<file path="config.mk">
export PLATFORM = sky130hd
export DESIGN_NAME = i2c_cmd_snoop_rst
export DESIGN_NICKNAME = d
export VERILOG_FILES = /design/src/rtl/i2c_cmd_snoop_rst.sv
export SDC_FILE = /design/constraint.sdc
export NUM_CORES = 1
export LEC_CHECK = 0
export CAP_MARGIN = 20
export CELL_PAD_IN_SITES_DETAIL_PLACEMENT = 0
export CELL_PAD_IN_SITES_GLOBAL_PLACEMENT = 2
export CORE_ASPECT_RATIO = 0.75
export CORE_MARGIN = 2
export CORE_UTILIZATION = 42
export DETAILED_ROUTE_END_ITERATION = 6
export GPL_TIMING_DRIVEN = 0
export PLACE_DENSITY = 0.94
export SLEW_MARGIN = 20
export SYNTH_ARGS = -nofsm -noshare
export SYNTH_HDL_FRONTEND = slang
export SYNTH_SLANG_ARGS = --single-unit
</file>
<file path="constraint.sdc">
create_clock -name clk_i -period 6.05 [get_ports clk_i]
set_input_delay 0.605 -clock clk_i [delete_from_list [all_inputs] [get_ports clk_i]]
set_output_delay 0.605 -clock clk_i [all_outputs]
set_load 0.02 [all_outputs]
</file>
<file path="src/rtl/i2c_cmd_snoop_rst.sv">
// ---------------------------------------------------------------------------
// i2c_cmd_snoop_rst
//
// Passive I2C bus monitor that turns write commands into per-channel resets.
// It only listens to SCL/SDA and never drives the bus, so it can sit beside
// the real I2C/UFM slave. It follows write transactions to DEV_ADDR made of
// a channel byte followed by an opcode byte:
//   - STOP_CODE (or, with STRICT=1, any unknown opcode) pulls the selected
//     channel's reset low at once.
//   - RUN_CODE arms a release that takes effect on the next I2C STOP.
// A repeated START, a STOP arriving too early, or an SCL timeout all drop a
// pending release. Resets that are already asserted are never undone by an
// aborted transaction.
//
// Ports:
//   clk_i       - system clock
//   resetn_i    - asynchronous active-low reset
//   scl_i       - raw I2C SCL (asynchronous to clk_i)
//   sda_i       - raw I2C SDA (asynchronous to clk_i)
//   rstn_o      - per-channel active-low reset, NUM_CH bits
//   cmd_valid_o - one-clock pulse when a recognised opcode byte completes
//   cmd_ch_o    - channel index of the last recognised command
//   cmd_op_o    - opcode byte of the last recognised command
//   timeout_o   - one-clock pulse when a stalled transaction is aborted
// ---------------------------------------------------------------------------
module i2c_cmd_snoop_rst #(
  parameter logic [6:0] DEV_ADDR    = 7'h40,
  parameter int         NUM_CH      = 4,
  parameter logic [7:0] RUN_CODE    = 8'hFF,
  parameter logic [7:0] STOP_CODE   = 8'hE0,
  parameter bit         STRICT      = 1'b1,
  parameter int         SYNC_DEPTH  = 3,
  parameter int         TIMEOUT_CYC = 65535
) (
  input  logic              clk_i,
  input  logic              resetn_i,
  input  logic              scl_i,
  input  logic              sda_i,
  output logic [NUM_CH-1:0] rstn_o,
  output logic              cmd_valid_o,
  output logic [3:0]        cmd_ch_o,
  output logic [7:0]        cmd_op_o,
  output logic              timeout_o
);

  // Channel bound and timeout terminal value, sized to match the registers
  // they are compared against.
  localparam logic [7:0]  LP_NUM_CH  = 8'(NUM_CH);
  localparam logic [15:0] LP_TO_LAST = 16'(TIMEOUT_CYC - 1);
  localparam logic [7:0]  LP_WR_ADDR = {DEV_ADDR, 1'b0};

  typedef enum logic [3:0] {
    ST_IDLE,
    ST_ADDR,
    ST_ADDR_ACK,
    ST_CHAN,
    ST_CHAN_ACK,
    ST_OPC,
    ST_OPC_ACK,
    ST_ARMED,
    ST_WAIT_STOP
  } state_t;

  // -------------------------------------------------------------------------
  // Register and next-value declarations
  // -------------------------------------------------------------------------
  logic [SYNC_DEPTH-1:0] r_sclSync;
  logic [SYNC_DEPTH-1:0] r_sdaSync;

  state_t            r_state;
  state_t            w_state;
  logic [2:0]        r_bitCnt;
  logic [2:0]        w_bitCnt;
  logic [7:0]        r_shift;
  logic [7:0]        w_shift;
  logic [3:0]        r_chan;
  logic [3:0]        w_chan;
  logic              r_startPend;
  logic              w_startPend;
  logic [NUM_CH-1:0] r_rstn;
  logic [NUM_CH-1:0] w_rstn;
  logic              r_cmdValid;
  logic              w_cmdValid;
  logic [3:0]        r_cmdCh;
  logic [3:0]        w_cmdCh;
  logic [7:0]        r_cmdOp;
  logic [7:0]        w_cmdOp;
  logic              r_timeout;
  logic              w_timeout;
  logic [15:0]       r_toCnt;
  logic [15:0]       w_toCnt;

  logic w_sclCur;
  logic w_sclPrev;
  logic w_sdaCur;
  logic w_sdaPrev;
  logic w_sclRise;
  logic w_sclFall;
  logic w_startCond;
  logic w_stopCond;
  logic w_sclEdge;
  logic w_isRun;
  logic w_isStop;

  // -------------------------------------------------------------------------
  // Bring SCL and SDA into the clock domain. The flops reset to 1 so an idle
  // (pulled-up) bus never looks like an edge when reset is released.
  // -------------------------------------------------------------------------
  always_ff @(posedge clk_i or negedge resetn_i) begin
    if (!resetn_i) begin
      r_sclSync <= '1;
      r_sdaSync <= '1;
    end else begin
      r_sclSync <= {r_sclSync[SYNC_DEPTH-2:0], scl_i};
      r_sdaSync <= {r_sdaSync[SYNC_DEPTH-2:0], sda_i};
    end
  end

  // Edges are judged between the last two synchronizer stages. START and
  // STOP require SCL to be high in both stages so an SDA change that races
  // an SCL edge is not mistaken for a bus condition.
  assign w_sclCur    = r_sclSync[SYNC_DEPTH-2];
  assign w_sclPrev   = r_sclSync[SYNC_DEPTH-1];
  assign w_sdaCur    = r_sdaSync[SYNC_DEPTH-2];
  assign w_sdaPrev   = r_sdaSync[SYNC_DEPTH-1];
  assign w_sclRise   = ~w_sclPrev &  w_sclCur;
  assign w_sclFall   =  w_sclPrev & ~w_sclCur;
  assign w_sclEdge   = w_sclRise | w_sclFall;
  assign w_startCond =  w_sdaPrev & ~w_sdaCur & w_sclPrev & w_sclCur;
  assign w_stopCond  = ~w_sdaPrev &  w_sdaCur & w_sclPrev & w_sclCur;

  // Opcode classification of the byte currently held in the shift register.
  assign w_isRun  = (r_shift == RUN_CODE);
  assign w_isStop = (r_shift == STOP_CODE);

  // -------------------------------------------------------------------------
  // Next-state and datapath logic.
  // Bus conditions take priority in this order: STOP, START, timeout, then
  // ordinary SCL edges. r_startPend marks "a START has been seen, the next
  // SCL fall begins the address byte"; while it is set, no data is shifted.
  // A release is only ever pending while the FSM sits in ST_ARMED, so every
  // path that leaves ST_ARMED without a STOP implicitly discards the arm.
  // -------------------------------------------------------------------------
  always_comb begin
    w_state     = r_state;
    w_bitCnt    = r_bitCnt;
    w_shift     = r_shift;
    w_chan      = r_chan;
    w_startPend = r_startPend;
    w_rstn      = r_rstn;
    w_cmdValid  = 1'b0;
    w_cmdCh     = r_cmdCh;
    w_cmdOp     = r_cmdOp;
    w_timeout   = 1'b0;
    w_toCnt     = r_toCnt;

    // Inactivity counter: cleared by any SCL edge and whenever idle.
    if ((r_state == ST_IDLE) || w_sclEdge) begin
      w_toCnt = '0;
    end else begin
      w_toCnt = r_toCnt + 16'd1;
    end

    if (w_stopCond) begin
      if (r_state == ST_ARMED) begin
        for (int i = 0; i < NUM_CH; i++) begin
          if (r_chan == 4'(i)) begin
            w_rstn[i] = 1'b1;
          end
        end
      end
      w_state     = ST_IDLE;
      w_startPend = 1'b0;
      w_bitCnt    = '0;
    end else if (w_startCond) begin
      w_startPend = 1'b1;
      w_bitCnt    = '0;
      if (r_state != ST_IDLE) begin
        w_state = ST_ADDR;
      end
    end else if ((r_state != ST_IDLE) && !w_sclEdge && (r_toCnt == LP_TO_LAST)) begin
      w_timeout   = 1'b1;
      w_state     = ST_IDLE;
      w_startPend = 1'b0;
      w_bitCnt    = '0;
      w_toCnt     = '0;
    end else if (r_startPend) begin
      if (w_sclFall) begin
        w_startPend = 1'b0;
        w_state     = ST_ADDR;
        w_bitCnt    = '0;
      end
    end else begin
      unique case (r_state)
        ST_ADDR, ST_CHAN, ST_OPC: begin
          if (w_sclRise) begin
            w_shift = {r_shift[6:0], w_sdaCur};
          end else if (w_sclFall) begin
            if (r_bitCnt != 3'd7) begin
              w_bitCnt = r_bitCnt + 3'd1;
            end else begin
              // Eighth falling edge: the full byte is in r_shift.
              w_bitCnt = '0;
              if (r_state == ST_ADDR) begin
                w_state = (r_shift == LP_WR_ADDR) ? ST_ADDR_ACK : ST_WAIT_STOP;
              end else if (r_state == ST_CHAN) begin
                if (r_shift < LP_NUM_CH) begin
                  w_chan  = r_shift[3:0];
                  w_state = ST_CHAN_ACK;
                end else begin
                  w_state = ST_WAIT_STOP;
                end
              end else begin
                if (w_isRun) begin
                  w_cmdValid = 1'b1;
                  w_cmdCh    = r_chan;
                  w_cmdOp    = r_shift;
                  w_state    = ST_OPC_ACK;
                end else if (w_isStop || STRICT) begin
                  w_cmdValid = 1'b1;
                  w_cmdCh    = r_chan;
                  w_cmdOp    = r_shift;
                  for (int i = 0; i < NUM_CH; i++) begin
                    if (r_chan == 4'(i)) begin
                      w_rstn[i] = 1'b0;
                    end
                  end
                  w_state = ST_WAIT_STOP;
                end else begin
                  w_state = ST_WAIT_STOP;
                end
              end
            end
          end
        end

        // A NACK on the ninth rising edge ends our interest immediately; a
        // fall still in an ACK state therefore means the byte was ACKed.
        ST_ADDR_ACK, ST_CHAN_ACK, ST_OPC_ACK: begin
          if (w_sclRise && w_sdaCur) begin
            w_state = ST_WAIT_STOP;
          end else if (w_sclFall) begin
            w_bitCnt = '0;
            if (r_state == ST_ADDR_ACK) begin
              w_state = ST_CHAN;
            end else if (r_state == ST_CHAN_ACK) begin
              w_state = ST_OPC;
            end else begin
              w_state = ST_ARMED;
            end
          end
        end

        ST_IDLE, ST_ARMED, ST_WAIT_STOP: begin
          w_state = r_state;
        end

        default: begin
          w_state = ST_IDLE;
        end
      endcase
    end
  end

  // -------------------------------------------------------------------------
  // FSM state register.
  // -------------------------------------------------------------------------
  always_ff @(posedge clk_i or negedge resetn_i) begin
    if (!resetn_i) begin
      r_state <= ST_IDLE;
    end else begin
      r_state <= w_state;
    end
  end

  // -------------------------------------------------------------------------
  // Datapath and output registers. Resets default to released (all ones) so
  // a system reset of this monitor never holds the channels in reset.
  // -------------------------------------------------------------------------
  always_ff @(posedge clk_i or negedge resetn_i) begin
    if (!resetn_i) begin
      r_bitCnt    <= '0;
      r_shift     <= '0;
      r_chan      <= '0;
      r_startPend <= 1'b0;
      r_rstn      <= '1;
      r_cmdValid  <= 1'b0;
      r_cmdCh     <= '0;
      r_cmdOp     <= '0;
      r_timeout   <= 1'b0;
      r_toCnt     <= '0;
    end else begin
      r_bitCnt    <= w_bitCnt;
      r_shift     <= w_shift;
      r_chan      <= w_chan;
      r_startPend <= w_startPend;
      r_rstn      <= w_rstn;
      r_cmdValid  <= w_cmdValid;
      r_cmdCh     <= w_cmdCh;
      r_cmdOp     <= w_cmdOp;
      r_timeout   <= w_timeout;
      r_toCnt     <= w_toCnt;
    end
  end

  assign rstn_o      = r_rstn;
  assign cmd_valid_o = r_cmdValid;
  assign cmd_ch_o    = r_cmdCh;
  assign cmd_op_o    = r_cmdOp;
  assign timeout_o   = r_timeout;

endmodule
</file>
Yosys cells after proc, flatten, opt, wreduce, memory -nomap -nowiden
Cells that the tools add are included.

$add $sub $neg: 2. $lt $le $gt $ge: 1. Eq/ne operators: 33. Multiplexer cells: 71. Bitwise gates (word level): 21. Reduce and logical (&&, ||, !) cells: 23.

Operator list (count): 4-bit two-way mux (28); 16-bit two-way mux (4); 12-bit AND reduction (4); 3-bit two-way mux (10); 6-bit inequality test, second input constant (5); 1-bit two-way mux (26); 16-bit by 1-bit adder with 16-bit output, second input constant (1); 16-bit equality test, second input constant (1); 4-bit by 2-bit equality test with 1-bit output, second input constant (4); 4-bit by 3-bit equality test with 1-bit output, second input constant (4); 8-bit equality test, second input constant (2); 1-bit inverter (12); 4-bit one-hot mux with 3 select lines (1); 11-bit AND reduction (1); 2-bit inequality test, second input constant (5); 5-bit inequality test, second input constant (2); 10-bit AND reduction (1); 3-bit OR reduction (3); 1-bit AND (8); 4-bit by 1-bit equality test with 1-bit output, second input constant (2); 4-bit logical NOT (2); 8-bit by 3-bit < comparator with 1-bit output, second input constant (1); 2-bit by 1-bit inequality test with 1-bit output, second input constant (4); 7-bit AND reduction (1); 16 further kinds (19).

Register bits after elaboration: 60. Input bits: 4. Output and inout bits: 18. Logic and storage cells: 167.

Logic depth before layout (Yosys ltp)
Gate-level depths: netlist of the first run.

Word-level depth: 13. Gate-level depth with buffers: 11. Gate-level depth less buffers: 8.

Worst setup path before layout of the first run
Ideal clock, no wire load.

Path type: reg-to-reg. Start point: register r_sclSync[1]. End point: register r_shift[0]. Library setup time: 0.125 ns. Data arrival time: 2.099 ns. Required time: 5.925 ns. Slack: 3.826 ns. Stages on the path, launching flop included: 8. Buffers on the path: 0. Clock period less this slack: 2.224 ns. Cell sequence: dfstp_2 inv_1 ha_1 o41ai_2 nor2_1 a31o_2 nor4_4 mux2_2.

Longest elaborated chain between the ends: 8. Elaborated cells on any way between the ends: 13. Those cells by class: bitwise: 9; reduce/logical: 4.

Ends and longest elaborated chain: start, declared (line 67) `logic [SYNC_DEPTH-1:0] r_sclSync;`; start signal, assigned (line 114) `r_sclSync <= {r_sclSync[SYNC_DEPTH-2:0], scl_i};`; 1-bit inverter (line 127) `assign w_sclFall = w_sclPrev & ~w_sclCur;`; 1-bit AND (line 127); 1-bit bitwise OR (line 128) `assign w_sclEdge = w_sclRise | w_sclFall;`; 1-bit logical NOT (line 181) `end else if ((r_state != ST_IDLE) && !w_sclEdge && (r_toCnt == LP_TO_LAST)) begin`; 1-bit logical AND (2 in a row) (line 181); 1-bit inverter (no source line); 6-bit AND reduction (no source line) (*); end signal, assigned (line 294) `r_shift <= w_shift;`; end, declared (line 74) `logic [7:0] r_shift;`.

Every way passes the cells marked *; elsewhere a longest branch is shown, timed or not. A chain may end at the register's enable or synchronous reset.

Worst setup path in the final report of the first run
Start point: register r_sclSync[1]. End point: register r_shift[4].

Same word-level chain as after synthesis.

==> impl_results.md, run 1 <==
* CTS root buffer: clkbuf_8
* Post-cts sizing count at 0
* Final Hold Vio Count at 0
* Main flop type after synthesis: dfrtp_1
* Pre-CTS setup slack at 3.530 ns
* CP peak stage delay at 0.58 ns
* Layout cells sized above 1 at 23.86%
* Row Count at 25
* Final wirelength at between 5000 and 6000 um
* Fin crit period at 2.498 ns
* Final Worst Setup Slack at around 3.6 ns
* RSZ-0062 raised after global routing: false
* Synthesized flop and latch total at 60
* Reg clk slew, reported paths at ~0.070 ns
* Outcome: completed
* Port Buffers at 21
* EDFF count, synth at 0
* Postcts setup bufs at 0
* Synth top area share at 44.21%
* WS Path Type: register to register
* Post-synthesis compound-gate area fraction at 8.576%
* Post-route ant nets at 0
* Synth Area in XOR/XNOR at 4.332%
* Final setup skew at 0.007597 ns
* Vias per cell at 5.396
* TNS Setup at 0 ns
* Final setup viols at 0
* Largest net degree at the start of global routing at between 40 and 50
* Num CTS Buffers at 9
* Clock sinks at 60
* Yosys top cell by area: dfrtp_1
* Number of H-tree levels at 3
* Final core utilization at around 52%
* CP Launch Type: register
* DP HPWL at 3888 um
* RePlAce Congestion at around 0.90
* Leakage at about 1.5 nW
* Synth cell count leaders: dfrtp_1 (50), mux2_2 (26), nor2_1 (26), nand2_1 (14), xor2_1 (12)
* Final layout net count at 290
* Cell Pwr Density at between 200 and 300 nW/um2
* Post-Synthesis Cells at 247
* Area delta synth->final at 18.39%
* Simple-gate share of the synthesized area at ~18%
* Final instance area at approximately 3400 um2
* DRC Markers at 0
* CTS tree: yes
* Rel. slew slack at 59.48%
* Drt pass-1 iters at 5
* Adder-Cell Fraction of Synth Area at 2.653%
* Crit Path Max Fanout at 8
* Critical Path RT at 6.28 ns
* Antenna violations before repair at 0
* # diodes at 0
* Worst path cell trace: inv_1 > ha_1 > o41ai_2 > nor2_1 > a31o_2 > nor4_4 > mux2_2
* Post-synth cell types at 47
* First-pass GRT wire length at about 9400 um
* CP max stage cell: dfstp_2
* Max-cap viol count at 0
* Die ar. at 7418 um2
* Setup crit end kind: register
* Initial Util at 44.14%
* Post-synthesis mux area share at 10.34%
* Die X-Extent at 98.79 um
* Final Max Slew Viols at 0
* Post-synthesis average cell area at 11.46 um2
* Synthesized Nets at 257
* GR Overflow Total at 0
* Synth Warn # at 0
* Vias at 1,975
* Count leader, synth: dfrtp_1
* Routed WL per cell at 15.19 um
* Clk buf depth at 2
* Main combinational cell family by area after synthesis: simple AND/OR/NAND/NOR gates
* Fin crit share at 41.30%
* CP arrival at 2.73 ns
* Seq/Total Area, Yosys at 53.49%
* Vias in the first global route at 1,943
* First-iteration detailed-routing DRC count at 70
* Hold Path Class: input pin to async pin
* Async set-reset flop share out of synthesis at 100.0%
* Die height at ~75 um
* Top cells by area, synth: dfrtp_1 (44%), mux2_2 (10%), dfstp_2 (9.3%)
* Least-Margin Pin Slew at a little over 0.6 ns
* Worst vdd ir at 157.7 uV
* DP Area at around 3200 um2
* Core area at approximately 6400 um2
* Top Ports at 22
* Fmax at 400.3 MHz
* GRT Resource Usage Total at 16.36%
* Synth Cell Area at 2830 um2
* Skew-Pair Late Insertion Delay at 0.34 ns
* CTS Hold Bufs at 0
-- worst max-delay path, delay by kind of cell, from the launching register on --
kind	cells	cell delay, ns
compound gates	2	0.35
simple gates	2	0.69
flops	1	0.58
buf+inv	1	0.05
mux	1	0.41
fa+ha+maj	1	0.30
-- flip-flops by register name, indices dropped and copies added (netlist names) --
| signal | cells |
|---|---|
| r_toCnt | 16 |
| cmd_op_o | 8 |
| r_shift | 8 |
| cmd_ch_o | 4 |
| r_chan | 4 |
| r_state | 4 |
| rstn_o | 4 |
| r_bitCnt | 3 |
| r_sclSync | 3 |
| r_sdaSync | 3 |
| cmd_valid_o | 1 |
| r_startPend | 1 |
| timeout_o | 1 |
-- layer usage --
metal  share of wire (%)  track usage (%)  vias to the layer above
li1                    -                -                      959
met1                  52            23.76                      965
met2                  41            22.07                       44
met3                 5.7            6.035                        7
met4                 1.1            6.697                        0
met5                   0                0                        -
-- per-stage QoR --
step           cells  hold WS (ns)  total power [W]
3_3_place_gp     349        0.3474        0.0005889
2_1_floorplan    247        0.3094        0.0005484
4_1_cts          366        0.1250        0.0009458
5_1_grt          366        0.1294        0.0009840
6_report         366        0.1345        0.0009357
3_5_place_dp     350        0.3490        0.0005919
-- report_power, final --
group / switching, W / internal, W / total [W]
Clock: 0.000160 / 0.000190 / 0.000350
Combinational: 0.0000791 / 0.0000525 / 0.000132
Sequential: 0.0000276 / 0.000427 / 0.000454
-- cell families after synthesis --
logic type,after synthesis
fa+ha+maj,6
flops,60
simple gates,92
buf+inv,17
xor+xnor,14
compound gates,32
mux,26
-- layout by cell type, fill, tap and decap left out, types with 4 or more instances in the layout --
cell             instances
dfrtp_1                 50
nor2_1                  26
mux2_2                  26
clkdlybuf4s50_1         20
nand2_1                 14
xor2_1                  12
dfstp_2                 10
clkbuf_8                 9
inv_1                    8
nand3_1                  8
nand4_1                  8
clkbuf_1                 6
nor3_1                   6
ha_1                     6
o22ai_1                  5
a21oi_1                  4
and3_1                   4
or2_2                    4
a211oi_1                 4
-- area by class of cell --
cell class | count | area [um2]
fillers | 552 | 3062
flip-flops and latches | 60 | 1514
multi-input cells | 170 | 1236
repair buffers | 22 | 227.7
clock buffers | 10 | 127.6
well taps | 81 | 101.3
clock inverters | 6 | 63.81
plain buffers | 9 | 50.05
inverters | 8 | 30.03
-- path summary, 6_finish.rpt --
kind | start | end | slack, ns | cells after the start
worst min-delay path | resetn_i | r_toCnt[10] | 0.13 | 1
worst max register to register | r_sclSync[1] | r_shift[4] | 3.55 | 7
worst max-delay path | r_sclSync[1] | r_shift[4] | 3.55 | 7
max in group asynchronous | resetn_i | r_sclSync[2] | 5.36 | 2
min in group clk_i | r_sdaSync[0] | r_sdaSync[1] | 0.36 | 0
worst min register to register | r_sdaSync[0] | r_sdaSync[1] | 0.36 | 0
Note: power is estimated with default switching activity, not from simulation.
==> run 2: changes to the inputs <==
--- a/config.mk
+++ b/config.mk
@@ -10,10 +10,10 @@
 export CELL_PAD_IN_SITES_GLOBAL_PLACEMENT = 2
 export CORE_ASPECT_RATIO = 0.75
 export CORE_MARGIN = 2
-export CORE_UTILIZATION = 42
+export CORE_UTILIZATION = 39
 export DETAILED_ROUTE_END_ITERATION = 6
 export GPL_TIMING_DRIVEN = 0
-export PLACE_DENSITY = 0.94
+export PLACE_DENSITY = 0.89
 export SLEW_MARGIN = 20
 export SYNTH_ARGS = -nofsm -noshare
 export SYNTH_HDL_FRONTEND = slang
==> constraint.sdc (replaced) <==
create_clock -name clk_i -period 2.3 [get_ports clk_i]
set_input_delay 0.23 -clock clk_i [delete_from_list [all_inputs] [get_ports clk_i]]
set_output_delay 0.23 -clock clk_i [all_outputs]
set_load 0.02 [all_outputs]
==> run 2 against run 1 <==
Via count rose by 1.1%; fmax rose by 13%; total power grew to 2.7 times the previous value; setup slack worse by 3.5 ns; register-to-register slack lost 3.5 ns; die area grew 7.3%; non-clock buffer count grew 3; count of clock-buffer cells in the layout down 1; cell count rose by 5.5%; sequential share of layout area down 2.3 points; largest cell class unchanged; largest power group unchanged.
==> impl_results.md, run 2 (synthesized netlist as in run 1, its figures left out) <==
* Outcome: completed
* Worst vdd ir at 516.0 uV (+230%)
* Final setup skew at 0.006201 ns (-0.001396 ns)
* Top Ports at 22 (unchanged)
* GR Overflow Total at 0 (unchanged)
* CP peak stage delay at 0.53 ns (-0.05 ns)
* Antenna violations before repair at 0 (unchanged)
* Core area at 6929 um2 (+8.1%)
* Clock sinks at 60 (unchanged)
* PnR Total Power at 0.002509 W (+170%)
* Row Count at 26 (+4.0%)
* Post-route ant nets at 0 (unchanged)
* Hold path start: sda_i
* CTS root buffer: clkbuf_8
* Fin crit share at 96.05% (+55 points)
* Final core utilization at 50.96% (-1.3 points)
* Vias at 1,997 (+1.1%)
* Cell Pwr Density at 710.6 nW/um2 (+150%)
* Reg-to-reg slack, setup at 0.09 ns (-3.46 ns)
* Worst path cell trace: or4_1 > nor3_1 > nor4b_4 > and3_4 > mux2_2
* Final Max Slew Viols at 0 (unchanged)
* Rel. slew slack at 68.10% (+8.6 points)
* Port Buffers at 21 (unchanged)
* Fmax at 452.7 MHz (+13%)
* Max-cap viol count at 0 (unchanged)
* RR Startpoint: r_shift[6]
* Reg clk slew, reported paths at 0.07 ns (about the same)
* Routed WL per cell at 14.69 um (-3.3%)
* Setup crit end kind: register
* Least-Margin Pin Slew at 0.4785 ns (-0.1248 ns)
* DRC Markers at 0 (unchanged)
* GRT Resource Usage Total at 16.35% (about the same)
* Reg2reg end: r_chan[0]
* Initial Util at 40.85% (-3.3 points)
* Commonest non-fill, non-tap cell in the layout: dfrtp_1
* Final wirelength at 5669 um (+1.9%)
* Vias in the first global route at 2,040 (+5.0%)
* Die ar. at 7961 um2 (+7.3%)
* WS Path Type: register to register
* Most frequent cells in the layout: dfrtp_1 (50), mux2_2 (26), nor2_1 (25), clkdlybuf4s50_1 (20), nand2_1 (14)
* Layout cells sized above 1 at 29.51% (+5.7 points)
* First-iteration detailed-routing DRC count at 66 (-5.7%)
* CP arrival at 2.44 ns (-0.29 ns)
* First-pass GRT wire length at 10,030 um (+7.1%)
* Final Hold Vio Count at 0 (unchanged)
* # diodes at 0 (unchanged)
* Largest net degree at the start of global routing at 39 (-11%)
* R2R cell count at 5 (-2)
* Skew-Pair Late Insertion Delay at 0.34 ns (about the same)
* Final instance area at 3531 um2 (+5.4%)
* Leakage at 1.519 nW (+2.8%)
* Hold depth at 1
* Worst Hold Path EP: r_sdaSync[0]
* CP Launch Type: register
* Crit Path Max Fanout at 5 (-3)
* RePlAce Congestion at 0.8832 (-2.2%)
* Area delta synth->final at 24.76%
* CP max stage cell: or4_1
* Final layout net count at 293 (+1.0%)
* CTS tree: yes
* Clk buf depth at 2 (unchanged)
* DP HPWL at 3940 um (+1.3%)
* Drt pass-1 iters at 4 (-1)
* Hold Path Class: input pin to register
* Largest Register: r_toCnt
* Num CTS Buffers at 9 (unchanged)
* Final setup viols at 0 (unchanged)
* Inst Count DP at 367 (+4.9%)
* DP Area at 3181 um2 (+0.67%)
* Non-Filler Instances at 386 (+5.5%)
* Fin crit period at 2.209 ns (-0.2893 ns)
* Max FFs per register at 16 (unchanged)
* TNS Setup at 0 ns (unchanged)
* Critical Path RT at 2.53 ns (-3.75 ns)
* Vias per cell at 5.174 (-4.1%)
* Die X-Extent at 102.4 um (+3.6%)
* Number of H-tree levels at 3 (unchanged)
* Die height at 77.78 um (+3.6%)
run 2: cell count changes in the layout (fill, tap and decap cells not counted), sizes merged:
cell / before / now
clkinv: 2 / 3
dlygate4sd3: 0 / 1
buf: 6 / 10
clkbuf: 15 / 12
run 2: timing repair:
action                                  in CTS  in global routing
endpoints found under the setup margin      32                 38
hold endpoints to repair                    22                  0
gates resized for setup                      7                 14
buffers inserted                             3                  2
hold buffers                                 1                  0
pin swaps                                    2                  1
run 2: worst max path at each step:
stage | start | endpoint
global route | r_bitCnt[0] | rstn_o[2]
CTS | r_sclSync[1] | r_chan[0]
detailed placement | r_sclSync[1] | r_shift[5]
finish | r_shift[6] | r_chan[0]
floorplan | r_sclSync[1] | r_shift[0]
global placement | resetn_i | r_bitCnt[2]
run 2: metal layers:
metal | vias up | track usage (%) | wire length [um]
li1 | 976 | - | -
met1 | 964 | 24.08 | 2761
met2 | 44 | 21.71 | 2477
met3 | 13 | 6.216 | 338
met4 | 0 | 5.867 | 91
met5 | - | 0 | 0
run 2: worst max-delay path: cells and delay by family (launching register included):
family           cells  cell delay (ns)
AND/OR/NAND/NOR      4             1.36
flip-flops           1             0.42
multiplexers         1             0.33
run 2: report_power, final:
| part | internal, W | switching (W) | leakage (nW) |
|---|---|---|---|
| Combinational | 0.000156 | 0.000193 | 0.625 |
| Clock | 0.000504 | 0.000434 | 0.0958 |
| Sequential | 0.00112 | 0.0000989 | 0.798 |
| Total | 0.00178 | 0.000726 | 1.52 |
run 2: final cells by class:
| type | count | area [um2] |
|---|---|---|
| multi-input cells | 170 | 1340 |
| plain buffers | 6 | 48.80 |
| inverters | 8 | 30.03 |
| repair buffers | 28 | 275.3 |
| flip-flops and latches | 60 | 1514 |
| well taps | 98 | 122.6 |
| clock inverters | 7 | 76.32 |
| fillers | 618 | 3398 |
| clock buffers | 9 | 123.9 |
run 2: through the flow:
step	setup slack (ns)	hold WS, ns
after floorplan	0.07638	-0.06559
final	0.09086	0.2891
after global placement	-0.8697	0.3469
after CTS	0.01489	0.2719
after detailed placement	-0.1900	0.1574
after global routing	-0.02700	0.2680
==> run 3: changes to the inputs <==
--- a/config.mk
+++ b/config.mk
@@ -9,8 +9,8 @@
 export CELL_PAD_IN_SITES_DETAIL_PLACEMENT = 0
 export CELL_PAD_IN_SITES_GLOBAL_PLACEMENT = 2
 export CORE_ASPECT_RATIO = 0.75
-export CORE_MARGIN = 2
 export CORE_UTILIZATION = 39
+export CTS_CLUSTER_SIZE = 28
 export DETAILED_ROUTE_END_ITERATION = 6
 export GPL_TIMING_DRIVEN = 0
 export PLACE_DENSITY = 0.89
==> run 3 against run 2 <==
Critical path depth up 4; die area decreased by 4.5%; register-to-register slack about the same; critical path type unchanged; sequential share of layout area down 0.061 points; largest cell class unchanged; total power fell by 3.2%; sequential power is essentially flat; fmax decreased by 0.53%.
==> impl_results.md, run 3 (synthesized netlist as in run 1, its figures left out) <==
* Outcome: completed
* Least-Margin Pin Slew at 0.4561 ns (-0.02238 ns)
* # diodes at 0 (unchanged)
* PnR Total Power at 0.002430 W (-3.2%)
* Initial Util at 40.85% (unchanged)
* M2 GR Usage at 22.22% (+0.51 points)
* Critical Path Start: r_sclSync[1]
* Hold Path Class: input pin to register
* Vias in the first global route at 1,889 (-7.4%)
* Core area at 6929 um2 (unchanged)
* Final Hold Vio Count at 0 (unchanged)
* RePlAce Congestion at 0.8763 (-0.78%)
* DP HPWL at 3788 um (-3.9%)
* Most frequent cells in the layout: dfrtp_1 (50), mux2_2 (26), nor2_1 (25), clkdlybuf4s50_1 (20), nand2_1 (14)
* First-iteration detailed-routing DRC count at 114 (+73%)
* GRT Resource Usage Total at 16.90% (+0.55 points)
* Critical Path RT at 2.54 ns (about the same)
* Final wirelength at 5630 um (-0.69%)
* Max FFs per register at 16 (unchanged)
* Filler instances at 599 (-3.1%)
* Vias per cell at 5.111 (-1.2%)
* RSZ-0062 raised after global routing: false
* Worst vdd ir at 354.8 uV (-31%)
* DRC Markers at 0 (unchanged)
* Final setup skew at 0.01141 ns (+0.005207 ns)
* Seq. cell area at 1514 um2 (unchanged)
* Layout cells sized above 1 at 30.45% (+0.94 points)
* Port Buffers at 21 (unchanged)
* Reg-to-reg slack, setup at 0.08 ns (about the same)
* Vias at 1,978 (-0.95%)
* Clk buf depth at 2 (unchanged)
* Top Ports at 22 (unchanged)
* Final Max Slew Viols at 0 (unchanged)
* CP Launch Type: register
* Largest Register: r_toCnt
* Cell Pwr Density at 687.1 nW/um2 (-3.3%)
* WS Path Type: register to register
* Routed WL per cell at 14.55 um (-0.94%)
* Fmax at 450.3 MHz (-0.53%)
* Post-route ant nets at 0 (unchanged)
* Number of H-tree levels at 3 (unchanged)
* Num CTS Buffers at 9 (unchanged)
* Leakage at 1.541 nW (+1.5%)
* Die X-Extent at 100.4 um (-2.0%)
* CTS tree: yes
* Setup crit end: cmd_op_o[6]
* Die height at 75.78 um (-2.6%)
* Skew-Pair Late Insertion Delay at 0.35 ns (about the same)
* Grt met3 use at 6.697% (+0.48 points)
* Area of the multi-input gates at 1341 um2 (about the same)
* Largest net degree at the start of global routing at 43 (+10%)
* GR Overflow Total at 0 (unchanged)
* Crit Path Max Fanout at 5 (unchanged)
* Reg clk slew, reported paths at 0.07 ns (about the same)
* Setup crit end kind: register
* Drt pass-1 iters at 4 (unchanged)
* Fin crit share at 96.56% (+0.51 points)
* CTS root buffer: clkbuf_8
* Die ar. at 7605 um2 (-4.5%)
* Final core utilization at 51.03% (+0.072 points)
* Row Count at 26 (unchanged)
* Max-cap viol count at 0 (unchanged)
* Final setup viols at 0 (unchanged)
* Antenna violations before repair at 0 (unchanged)
* R2R cell count at 9 (+4)
* Gr busiest metal: met1
* Final layout net count at 294 (+0.34%)
* Commonest non-fill, non-tap cell in the layout: dfrtp_1
* Rel. slew slack at 69.56% (+1.5 points)
* CP arrival at 2.46 ns (+0.02 ns)
* Clock sinks at 60 (unchanged)
* Area delta synth->final at 24.93%
* Reg2reg end: cmd_op_o[6]
* First-pass GRT wire length at 9446 um (-5.8%)
* M1 GR Usage at 24.74% (+0.65 points)
* Fin crit period at 2.221 ns (+0.01177 ns)
* RR Startpoint: r_sclSync[1]
[run 3: metrics by stage]
step	worst slack, ns	setup TNS [ns]	cells	area (um2)	hold WS, ns
final	0.07909	0	387	3536	0.2812
after global placement	-0.8847	-49.73	366	3163	0.3471
after global routing	0.009300	0	387	3536	0.2697
after CTS	0.001599	0	386	3405	0.2633
after detailed placement	-0.1956	-3.709	367	3181	0.1320
after floorplan	0.07638	0	247	2830	-0.06559
[run 3: cell type report]
type                    count  share of cell area [%]
plain buffers               6                   1.345
clock buffers               9                   3.503
clock inverters             7                   1.592
inverters                   8                  0.8493
multi-input cells         170                   37.93
flip-flops and latches     60                   42.82
well taps                  98                   3.468
repair buffers             29                   8.493
[run 3: report_power, final]
| group | internal (W) | switching (W) |
|---|---|---|
| Clock | 0.000402 | 0.000461 |
| Sequential | 0.00112 | 0.0000988 |
| Combinational | 0.000154 | 0.000192 |
[run 3: per-layer routing]
layer / vias up / wire, um
met1: 948 / 2937
li1: 977 / -
met4: 0 / 87
met3: 9 / 306
met5: - / 0
met2: 44 / 2299
[run 3: worst max-delay path, cell delays in order, from the launching register on]
cell       delay (ns)
dfstp_2          0.57
inv_1            0.05
ha_1             0.31
o41ai_4          0.10
nor2_4           0.17
a31oi_4          0.10
and4_4           0.23
nand2_4          0.10
clkbuf_16        0.15
mux2_2           0.32
[run 3: what timing repair did]
| item | in CTS | in global routing |
|---|---|---|
| pin swaps | 2 | 2 |
| gates resized for setup | 6 | 18 |
| setup endpoints to repair | 32 | 28 |
| gates cloned | 0 | 1 |
| hold buffers | 1 | 0 |
| endpoints found under the hold margin | 18 | 0 |
| buffers inserted | 2 | 3 |
[run 3: worst min-delay path by stage]
stage / from / endpoint / slack [ns] / cells after the start
global placement: r_sdaSync[0] / r_sdaSync[1] / 0.35 / 0
finish: scl_i / r_sclSync[0] / 0.28 / 1
CTS: scl_i / r_sclSync[0] / 0.26 / 1
floorplan: resetn_i / cmd_ch_o[0] / -0.07 / 0
global route: sda_i / r_sdaSync[0] / 0.27 / 1
detailed placement: resetn_i / r_toCnt[10] / 0.13 / 1
